**src/rtl/seqgen_pkg.sv**
```systemverilog
// Shared definitions for the serial sequence generator: FSM states, default sizes
// and the pattern-length clamp.
package seqgen_pkg;

  localparam int MAX_LEN_DEF = 8;
  localparam int REP_W_DEF   = 4;

  typedef enum logic [1:0] {
    IDLE  = 2'd0,
    SHIFT = 2'd1,
    PAR   = 2'd2,
    DONE  = 2'd3
  } state_t;

  // Requested lengths beyond the register size transmit the whole register.
  function automatic int unsigned clamp_len(input int unsigned len, input int unsigned max_len);
    return (len > max_len) ? max_len : len;
  endfunction

endpackage

```
**src/rtl/seqgen_shifter.sv**
```systemverilog
// Loadable MSB-first shift register with down-counting bit counter; 'last' flags
// the final bit of the loaded pattern.
module seqgen_shifter
  import seqgen_pkg::*;
#(
  parameter int MAX_LEN = MAX_LEN_DEF,
  localparam int LEN_W  = $clog2(MAX_LEN + 1),
  localparam int CNT_W  = (MAX_LEN > 1) ? $clog2(MAX_LEN) : 1
) (
  input  logic               clk,
  input  logic               rst,
  input  logic               load,
  input  logic               shift,
  input  logic [MAX_LEN-1:0] pattern,
  input  logic [LEN_W-1:0]   len,
  output logic               serial,
  output logic               last
);

  logic [MAX_LEN-1:0] sreg;
  logic [CNT_W-1:0]   cnt;
  logic [LEN_W-1:0]   lsh;

  // Left-align the active bits so pattern[len-1] lands in the MSB.
  always_comb lsh = LEN_W'(MAX_LEN) - len;

  always_ff @(posedge clk or negedge rst) begin
    if (!rst) begin
      sreg <= '0;
      cnt  <= '0;
    end else if (load) begin
      sreg <= pattern << lsh;
      cnt  <= CNT_W'(len - LEN_W'(1));
    end else if (shift && (cnt != '0)) begin
      sreg <= sreg << 1;
      cnt  <= cnt - CNT_W'(1);
    end
  end

  assign serial = sreg[MAX_LEN-1];
  assign last   = (cnt == '0);

endmodule

```
**src/rtl/sequence_generator.sv**
```systemverilog
// Serial frame generator: transmits a captured pattern MSB-first, repeat_n times, with an
// optional even-parity trailer (SEQGEN_PARITY_EN). The serial bit port is 'seq' ('sequence' is reserved).
module sequence_generator
  import seqgen_pkg::*;
#(
  parameter int MAX_LEN = MAX_LEN_DEF,
  parameter int REP_W   = REP_W_DEF,
  localparam int LEN_W  = $clog2(MAX_LEN + 1)
) (
  input  logic               clk,
  input  logic               rst,
  input  logic               start,
  input  logic [MAX_LEN-1:0] pattern,
  input  logic [LEN_W-1:0]   len,
  input  logic [REP_W-1:0]   repeat_n,
  output logic               seq,
  output logic               valid,
  output logic               busy,
  output logic               done
);

  state_t             state, state_nxt;
  logic [MAX_LEN-1:0] pat_q;
  logic [LEN_W-1:0]   len_q;
  logic [REP_W-1:0]   rep_cnt;
  logic [LEN_W-1:0]   len_c;
  logic [REP_W-1:0]   rep_c;
  logic [MAX_LEN-1:0] ld_pat;
  logic [LEN_W-1:0]   ld_len;
  logic               ld, sh, accept, rep_dec;
  logic               serial, last;
`ifdef SEQGEN_PARITY_EN
  logic               par_acc;
`endif

  always_comb begin
    len_c = LEN_W'(clamp_len(32'(len), MAX_LEN));
    rep_c = (repeat_n == '0) ? REP_W'(1) : repeat_n;
  end

  seqgen_shifter #(.MAX_LEN(MAX_LEN)) u_shifter (
    .clk     (clk),
    .rst     (rst),
    .load    (ld),
    .shift   (sh),
    .pattern (ld_pat),
    .len     (ld_len),
    .serial  (serial),
    .last    (last)
  );

  always_comb begin
    state_nxt = state;
    ld        = 1'b0;
    sh        = 1'b0;
    accept    = 1'b0;
    rep_dec   = 1'b0;
    seq       = 1'b0;
    valid     = 1'b0;
    busy      = 1'b0;
    done      = 1'b0;
    ld_pat    = pat_q;
    ld_len    = len_q;
    case (state)
      IDLE: begin
        if (start) begin
          accept = 1'b1;
          ld_pat = pattern;
          ld_len = len_c;
          if (len_c == '0) begin
            state_nxt = DONE;
          end else begin
            ld        = 1'b1;
            state_nxt = SHIFT;
          end
        end
      end
      SHIFT: begin
        valid = 1'b1;
        busy  = 1'b1;
        seq   = serial;
        if (!last) begin
          sh = 1'b1;
        end else if (rep_cnt != '0) begin
          // Reload the captured pattern on the last bit so repetitions run back-to-back.
          ld      = 1'b1;
          rep_dec = 1'b1;
        end else begin
`ifdef SEQGEN_PARITY_EN
          state_nxt = PAR;
`else
          state_nxt = DONE;
`endif
        end
      end
`ifdef SEQGEN_PARITY_EN
      PAR: begin
        valid     = 1'b1;
        busy      = 1'b1;
        seq       = par_acc;
        state_nxt = DONE;
      end
`endif
      DONE: begin
        done      = 1'b1;
        state_nxt = IDLE;
      end
      default: state_nxt = IDLE;
    endcase
  end

  always_ff @(posedge clk or negedge rst) begin
    if (!rst) begin
      state   <= IDLE;
      pat_q   <= '0;
      len_q   <= '0;
      rep_cnt <= '0;
    end else begin
      state <= state_nxt;
      if (accept) begin
        pat_q   <= pattern;
        len_q   <= len_c;
        rep_cnt <= rep_c - REP_W'(1);
      end else if (rep_dec) begin
        rep_cnt <= rep_cnt - REP_W'(1);
      end
    end
  end

`ifdef SEQGEN_PARITY_EN
  // XOR of every transmitted bit; sending it makes the frame's total ones count even.
  always_ff @(posedge clk or negedge rst) begin
    if (!rst) begin
      par_acc <= 1'b0;
    end else if (accept) begin
      par_acc <= 1'b0;
    end else if (state == SHIFT) begin
      par_acc <= par_acc ^ serial;
    end
  end
`endif

endmodule

```
**config.mk**
```make
export PLATFORM = sky130hd
export DESIGN_NAME = sequence_generator
export DESIGN_NICKNAME = d
export VERILOG_FILES = /design/src/rtl/seqgen_pkg.sv /design/src/rtl/seqgen_shifter.sv /design/src/rtl/sequence_generator.sv
export SDC_FILE = /design/constraint.sdc
export NUM_CORES = 1
export LEC_CHECK = 0
export ABC_AREA = 1
export BUFFER_PORTS_ARGS = -buffer_cell sky130_fd_sc_hd__buf_4
export CORE_UTILIZATION = 57
export CTS_CLUSTER_SIZE = 8
export DETAILED_ROUTE_END_ITERATION = 16
export GPL_TIMING_DRIVEN = 1
export PLACE_DENSITY = 0.79
export SLEW_MARGIN = 20
export SYNTH_ARGS = -nofsm -noshare
export SYNTH_HDL_FRONTEND = slang
export SYNTH_SLANG_ARGS = --single-unit
export TNS_END_PERCENT = 1
```
**constraint.sdc**
```tcl
create_clock -name clk -period 2.4 [get_ports clk]
set_input_delay 0.12 -clock clk [delete_from_list [all_inputs] [get_ports clk]]
set_output_delay 0.12 -clock clk [all_outputs]
set_load 0.01 [all_outputs]
```
==> results of run 1 <==
what timing repair did:
action                     4_1_cts  5_1_grt
hold endpoints to repair        29        0
setup endpoints to repair        0        2
hold buffers                     1        0
gates resized for setup          0        1
cell usage in the layout (no fill, tap or decap), drive strengths merged:
cell and count:
nor2 21, a211oi 1, nand3 33, o21ai 26, nand3b 3, nand2 70
nand4 1, a21oi 7, xnor2 1, or2 1, dfrtp 29, o31ai 1
o22ai 1, clkinv 1, o311ai 1, xor2 2, dlygate4sd3 1, buf 24
ha 3, inv 38, o211ai 1, clkbuf 7, o21a 1
worst max-delay path by stage:
stage,start,to,cells past startpoint
2_1_floorplan,state[1],u_shifter.sreg[6],13
3_3_place_gp,state[1],u_shifter.sreg[5],11
3_5_place_dp,state[1],u_shifter.sreg[6],12
4_1_cts,state[1],u_shifter.sreg[6],12
5_1_grt,state[1],u_shifter.sreg[5],11
6_report,state[1],u_shifter.sreg[6],12
cell families (layout without fill, tap and decap cells):
kind of cell / after synthesis / after routing / share of synthesized area, %
AOI/OAI and AO/OA: 39 / 39 / 13.4
adders and majority gates: 3 / 3 / 2.02
buffers and inverters: 44 / 71 / 10.3
DFF: 29 / 29 / 39.1
xor gates and xnor gates: 3 / 3 / 1.82
and+or+nand+nor: 129 / 129 / 33.3
metrics by stage:
step | hold WS (ps) | std cells | utilization (%) | cell area, um2
detailed placement | 63.6 | 309 | 66.3 | 2040
CTS | 19.3 | 318 | 68.9 | 2120
finish | 23.0 | 318 | 69.0 | 2120
global route | 21.5 | 318 | 69.0 | 2120
global placement | 66.2 | 309 | 66.3 | 2040
floorplan | -176 | 247 | - | 1850
area by class of cell:
class	count	area [um2]
repair buffers	25	190
multi-input cells	174	940
clock buffers	7	65.1
flip-flops and latches	29	726
inverters	38	143
well taps	44	55.1
clock inverters	1	5.00
fillers	291	955
sequential cells by signal, summed over array words and instances, names as in the netlist:
signal / flops
pat_q: 8
u_shifter.cnt: 3
rep_cnt: 4
state: 2
u_shifter.sreg: 8
len_q: 4
metal layers:
| layer | track usage [%] | part of all wire, % | vias up |
|---|---|---|---|
| li1 | - | - | 843 |
| met1 | 30.7 | 49 | 749 |
| met2 | 40.6 | 46 | 31 |
| met3 | 5.24 | 3.6 | 6 |
| met4 | 7.14 | 1.5 | 0 |
| met5 | 0 | 0 | - |
worst max-delay path: stages, from the launching register on:
cell and delay, ps:
dfrtp_1 480, nor2_4 200, nand4_1 180, nand2_2 120, inv_2 70, ha_2 410, inv_1 140, nand3_1 130
nand3_1 80, nand3_1 100, nand2_1 50, nand2_1 50, nand2_1 40
power by group through the flow:
stage	combinational, W	sequential (W)	clock, W
4_1_cts	0.0000422	0.000488	0.000343
3_3_place_gp	0.0000408	0.000498	0
5_1_grt	0.0000460	0.000488	0.000362
3_5_place_dp	0.0000407	0.000498	0
6_report	0.0000413	0.000488	0.000336
2_1_floorplan	0.00000324	0.000498	0
==> metrics, run 1 <==
reg2reg path depth 12; Tcrit/Tclk final 89.8%; final hold vios 0; clock network fraction of design power 38.8%; status completed; Chip Height between 50 and 60 um; internal power just under 0.0007 W; worst-case clock buffer depth 2; layout net count between 200 and 300; share of layout cells above drive strength 1 21.9%; largest area contributor in the netlist dfrtp_1; vias per std cell between 5 and 6; post-layout min period 2160 ps; DRC 0; Area Growth Syn to Fin 14.5%; Final WS setup 244 ps; CTS Buf Count 5; Post-synth EDFFs 0; largest net degree at the start of global routing 30; Final GP Congestion about 1; clock insertion delay at the later pin of the skew report 320 ps; worst vdd ir approximately 0.00033 V; Peak Freq 464 MHz; area share of the leading cell type in the synthesized netlist 39.1%; most common cell in the netlist nand2_1; predominant post-synthesis flop cell dfrtp_1; Std-Cell Rows 20; CTS Sinks 29; Comb pwr share 4.8%; final clock skew between 10 and 15 ps; postcts setup bufs 0; total wire length ~3.6 mm; TritonRoute pass-1 iters 6; WL/cell 11.5 um; post-detail-place hpwl 2.81 mm; max capacitance violation total 0; first-pass GRT wire length 6.15 mm; dominant cells by area after synthesis dfrtp_1 39%, nand2_1 12%, nand3_1 8.9%; P_sw 0.000186 W; ys async rst share 100%; Leakage Power roughly 1.0 nW; 1st-iter DRT viols 67; Net Sw Frac a little over a fifth; Critical Path AT roughly 2400 ps; Power Dens Cells 407 nW/um2; worst path required time 2610 ps; Worst-Margin Slew around 440 ps; Critical R2R Launch state[1]; HP Class in2reg; hold_sp pattern[0]; syn_nets 269; Ant. Diodes 0; final setup fails 0; CTS H-Tree Depth 2; r2r endpoint u_shifter.sreg[6]; core footprint 3080 um2; Post-Syn Area 1850 um2; WS Path Type reg2reg; Rel. slew slack between 70% and 80%; vias in the first global route between 1000 and 1500; count of different cell masters after synthesis 32; Worst R2R Setup Slack 240 ps; RSZ-0062 raised after global routing no; Worst Hold End pat_q[0]; Max Slew Vio Count 0; Crit. End Element register; Seq cells post-synth 29; Design Power approximately 0.00087 W; Max FO, Critical Path 9; GRT Util Overall 23.9%; # IOs 23; pre-CTS setup slack 228 ps; Buffers on Ports 22; CTS tree built; syn avg cell area about 7.5 um2; Flop pwr share 56.4%; Critical Path Start Type register; clk root buf clkbuf_4; Post-Synthesis Cells approximately 250; total grt overflow 0; DRT antenna net count 0; Initial Util between 60% and 70%; via count 1629; YS warnings 0; hold depth 3; Synth top cells by count 60 x nand2_1, 34 x inv_1, 33 x nand3_1, 29 x dfrtp_1; sequential area share after synthesis 39.1%; initial antenna violation count 0; clock transition at the registers of the reported paths 100 ps; Fin Setup TNS 0 ps; Die Footprint 3490 um2; Die X 59.0 um
Power figures use the tool's default switching activity.
==> run 2, diff against run 1 <==
CORE_UTILIZATION = 58   (was 57)
SYNTH_HIERARCHICAL = 1   (was default)
==> metrics, run 2 <==
status completed; Worst-Margin Slew ~440 ps; Flop pwr share 24.6%; Leakage Power 1.11 nW; internal power 0.00180 W; Final GP Congestion 0.941; most frequent cells in the layout 45 x nand2_1, 29 x dfrtp_1, 28 x buf_4; Tcrit/Tclk final 90.5%; biggest regs pat_q x8, u_shifter/sreg x8; syn_nets roughly 250; Post-synth EDFFs 0; worst path required time approximately 2700 ps; most common cell in the netlist nand2_1; max capacitance violation total 0; Max FO, Critical Path 8; Peak Freq 460 MHz; RSZ-0062 raised after global routing no; Initial Util 63.6%; Buffers on Ports 22; DRT antenna net count 0; clock insertion delay at the later pin of the skew report 320 ps; worst-case clock buffer depth 2; area of the multi-input gates 1110 um2; vias per std cell 5.32; Design Power 0.00346 W; Critical Path Start Type register; total grt overflow 0; final hold vios 0; CTS Sinks 29; Worst R2R Setup Slack around 230 ps; first-pass GRT wire length 6.48 mm; core footprint ~3200 um2; Rel. slew slack ~70%; Critical R2R Launch state[1]; Fin Setup TNS 0 ps; clock network fraction of design power 8.5%; wl on met1 between 1.5 and 2 mm; vias in the first global route ~1600; CTS tree built; Die X 60.8 um; YS warnings 6; layout net count 281; hold_sp pattern[3]; largest net degree at the start of global routing 30; DRC 0; largest area contributor in the netlist dfrtp_1; total wire length 3.69 mm; Critical Path AT 2430 ps; post-detail-place hpwl 2.81 mm; TritonRoute pass-1 iters 4; clock transition at the registers of the reported paths 80 ps; clk root buf clkbuf_4; final setup fails 0; worst vdd ir 0.000797 V; Net Sw Frac about 48%; commonest non-fill, non-tap cell in the layout nand2_1; HP Class in2reg; # IOs 23; via count 1613; Crit. End Element register; final clock skew 7.36 ps; ys async rst share 100%; initial antenna violation count 0; Post-Synthesis Cells 232; dominant cells by area after synthesis dfrtp_1 36%, mux2_2 9.0%, nand2_1 8.4%; predominant post-synthesis flop cell dfrtp_1; met2 routed WL 1.87 mm; hold depth 2; reg2reg path depth 12; register area 726 um2; P_sw 0.00166 W; share of layout cells above drive strength 1 a little over a third; met3 WL post-DR around 130 um; Std-Cell Rows 20; 1st-iter DRT viols a little over 70; post-layout min period 2170 ps; Synth top cells by count 45 x nand2_1, 29 x dfrtp_1, 24 x nor2_1, 22 x nand3_1, 16 x mux2_2; WL/cell 12.2 um; CTS Buf Count 5; top sig layer met4; Chip Height 60.8 um; area share of the leading cell type in the synthesized netlist 36.2%; Max Slew Vio Count 0; Power Dens Cells 1550 nW/um2; Worst Hold End pat_q[3]; Comb pwr share 66.8%; Seq cells post-synth 29; # fillers 248; Post-Syn Area 2000 um2; Area Growth Syn to Fin 11.8%; Die Footprint 3690 um2; sequential area share after synthesis 36.2%; count of different cell masters after synthesis 33; Ant. Diodes 0; GRT Util Overall approximately a quarter; WS Path Type reg2reg; syn avg cell area approximately 8.6 um2; CTS H-Tree Depth 2; r2r endpoint u_shifter/sreg[5]
==> run 2: what timing repair did <==
action                     4_1_cts  5_1_grt
setup endpoints to repair        0        3
hold endpoints to repair        29        0
buffers inserted                 0        0
gates resized for setup          0        1
hold buffers                     1        0
==> run 2: worst max-delay path by stage <==
stage / startpoint / endpoint / slack (ps) / depth (start not counted)
global placement: state[1] / u_shifter/sreg[2] / 230 / 12
CTS: state[1] / u_shifter/sreg[5] / 150 / 12
global route: state[1] / u_shifter/sreg[2] / 60 / 12
finish: state[1] / u_shifter/sreg[5] / 230 / 12
floorplan: state[1] / u_shifter/sreg[2] / 20 / 16
detailed placement: state[1] / u_shifter/sreg[5] / 190 / 12
==> run 2: cell type report <==
cell class,count,area share [%]
Clock buffer,7,2.46
Inverter,18,3.41
Multi-Input combinational cell,176,49.5
Sequential cell,29,32.4
Tap cell,44,2.46
Timing Repair Buffer,29,9.83
==> run 2: metal layers <==
layer | vias up | global-route usage (%)
met5 | - | 0
met4 | 0 | 8.44
met3 | 4 | 6.61
met2 | 31 | 43.0
met1 | 759 | 27.7
li1 | 819 | -
==> run 2: logic make-up after synthesis <==
| kind of cell | Yosys count | share of synthesized area, % |
|---|---|---|
| and+or+nand+nor | 119 | 30.8 |
| AOI/OAI and AO/OA | 34 | 11.0 |
| DFF | 29 | 36.2 |
| buffers and inverters | 27 | 8.61 |
| muxes | 16 | 8.99 |
| xor gates and xnor gates | 4 | 2.50 |
| adders and majority gates | 3 | 1.87 |
==> run 2: power by group through the flow <==
| stage | sequential (W) | combinational [W] | clock, W |
|---|---|---|---|
| 2_1_floorplan | 0.000828 | 0.00202 | 0 |
| 3_5_place_dp | 0.000864 | 0.00229 | 0 |
| 4_1_cts | 0.000856 | 0.00231 | 0.000309 |
| 5_1_grt | 0.000885 | 0.00263 | 0.000331 |
| 3_3_place_gp | 0.000854 | 0.00225 | 0 |
| 6_report | 0.000854 | 0.00231 | 0.000296 |
==> run 2: worst max-delay path, stage by stage, from the launching register on <==
cell and delay, ps:
dfrtp_1 460, nor2_4 190, nand2_4 90, nor2_4 100, a22o_1 230, inv_6 40, ha_2 400, clkinv_2 140
nand3_1 110, nand2_1 60, nand2_1 80, nand3_2 80, a21oi_2 120
==> run 2: metrics by stage <==
stage | hold slack (ps) | worst slack, ps | std cells | cell area [um2] | utilization (%)
2_1_floorplan | -176 | 18.9 | 232 | 2000 | -
3_3_place_gp | 67.0 | 231 | 295 | 2170 | 68.9
3_5_place_dp | 65.8 | 187 | 295 | 2170 | 68.9
4_1_cts | 18.5 | 153 | 303 | 2240 | 71.0
5_1_grt | 14.3 | 62.0 | 303 | 2240 | 71.1
6_report | 34.9 | 228 | 303 | 2240 | 71.1
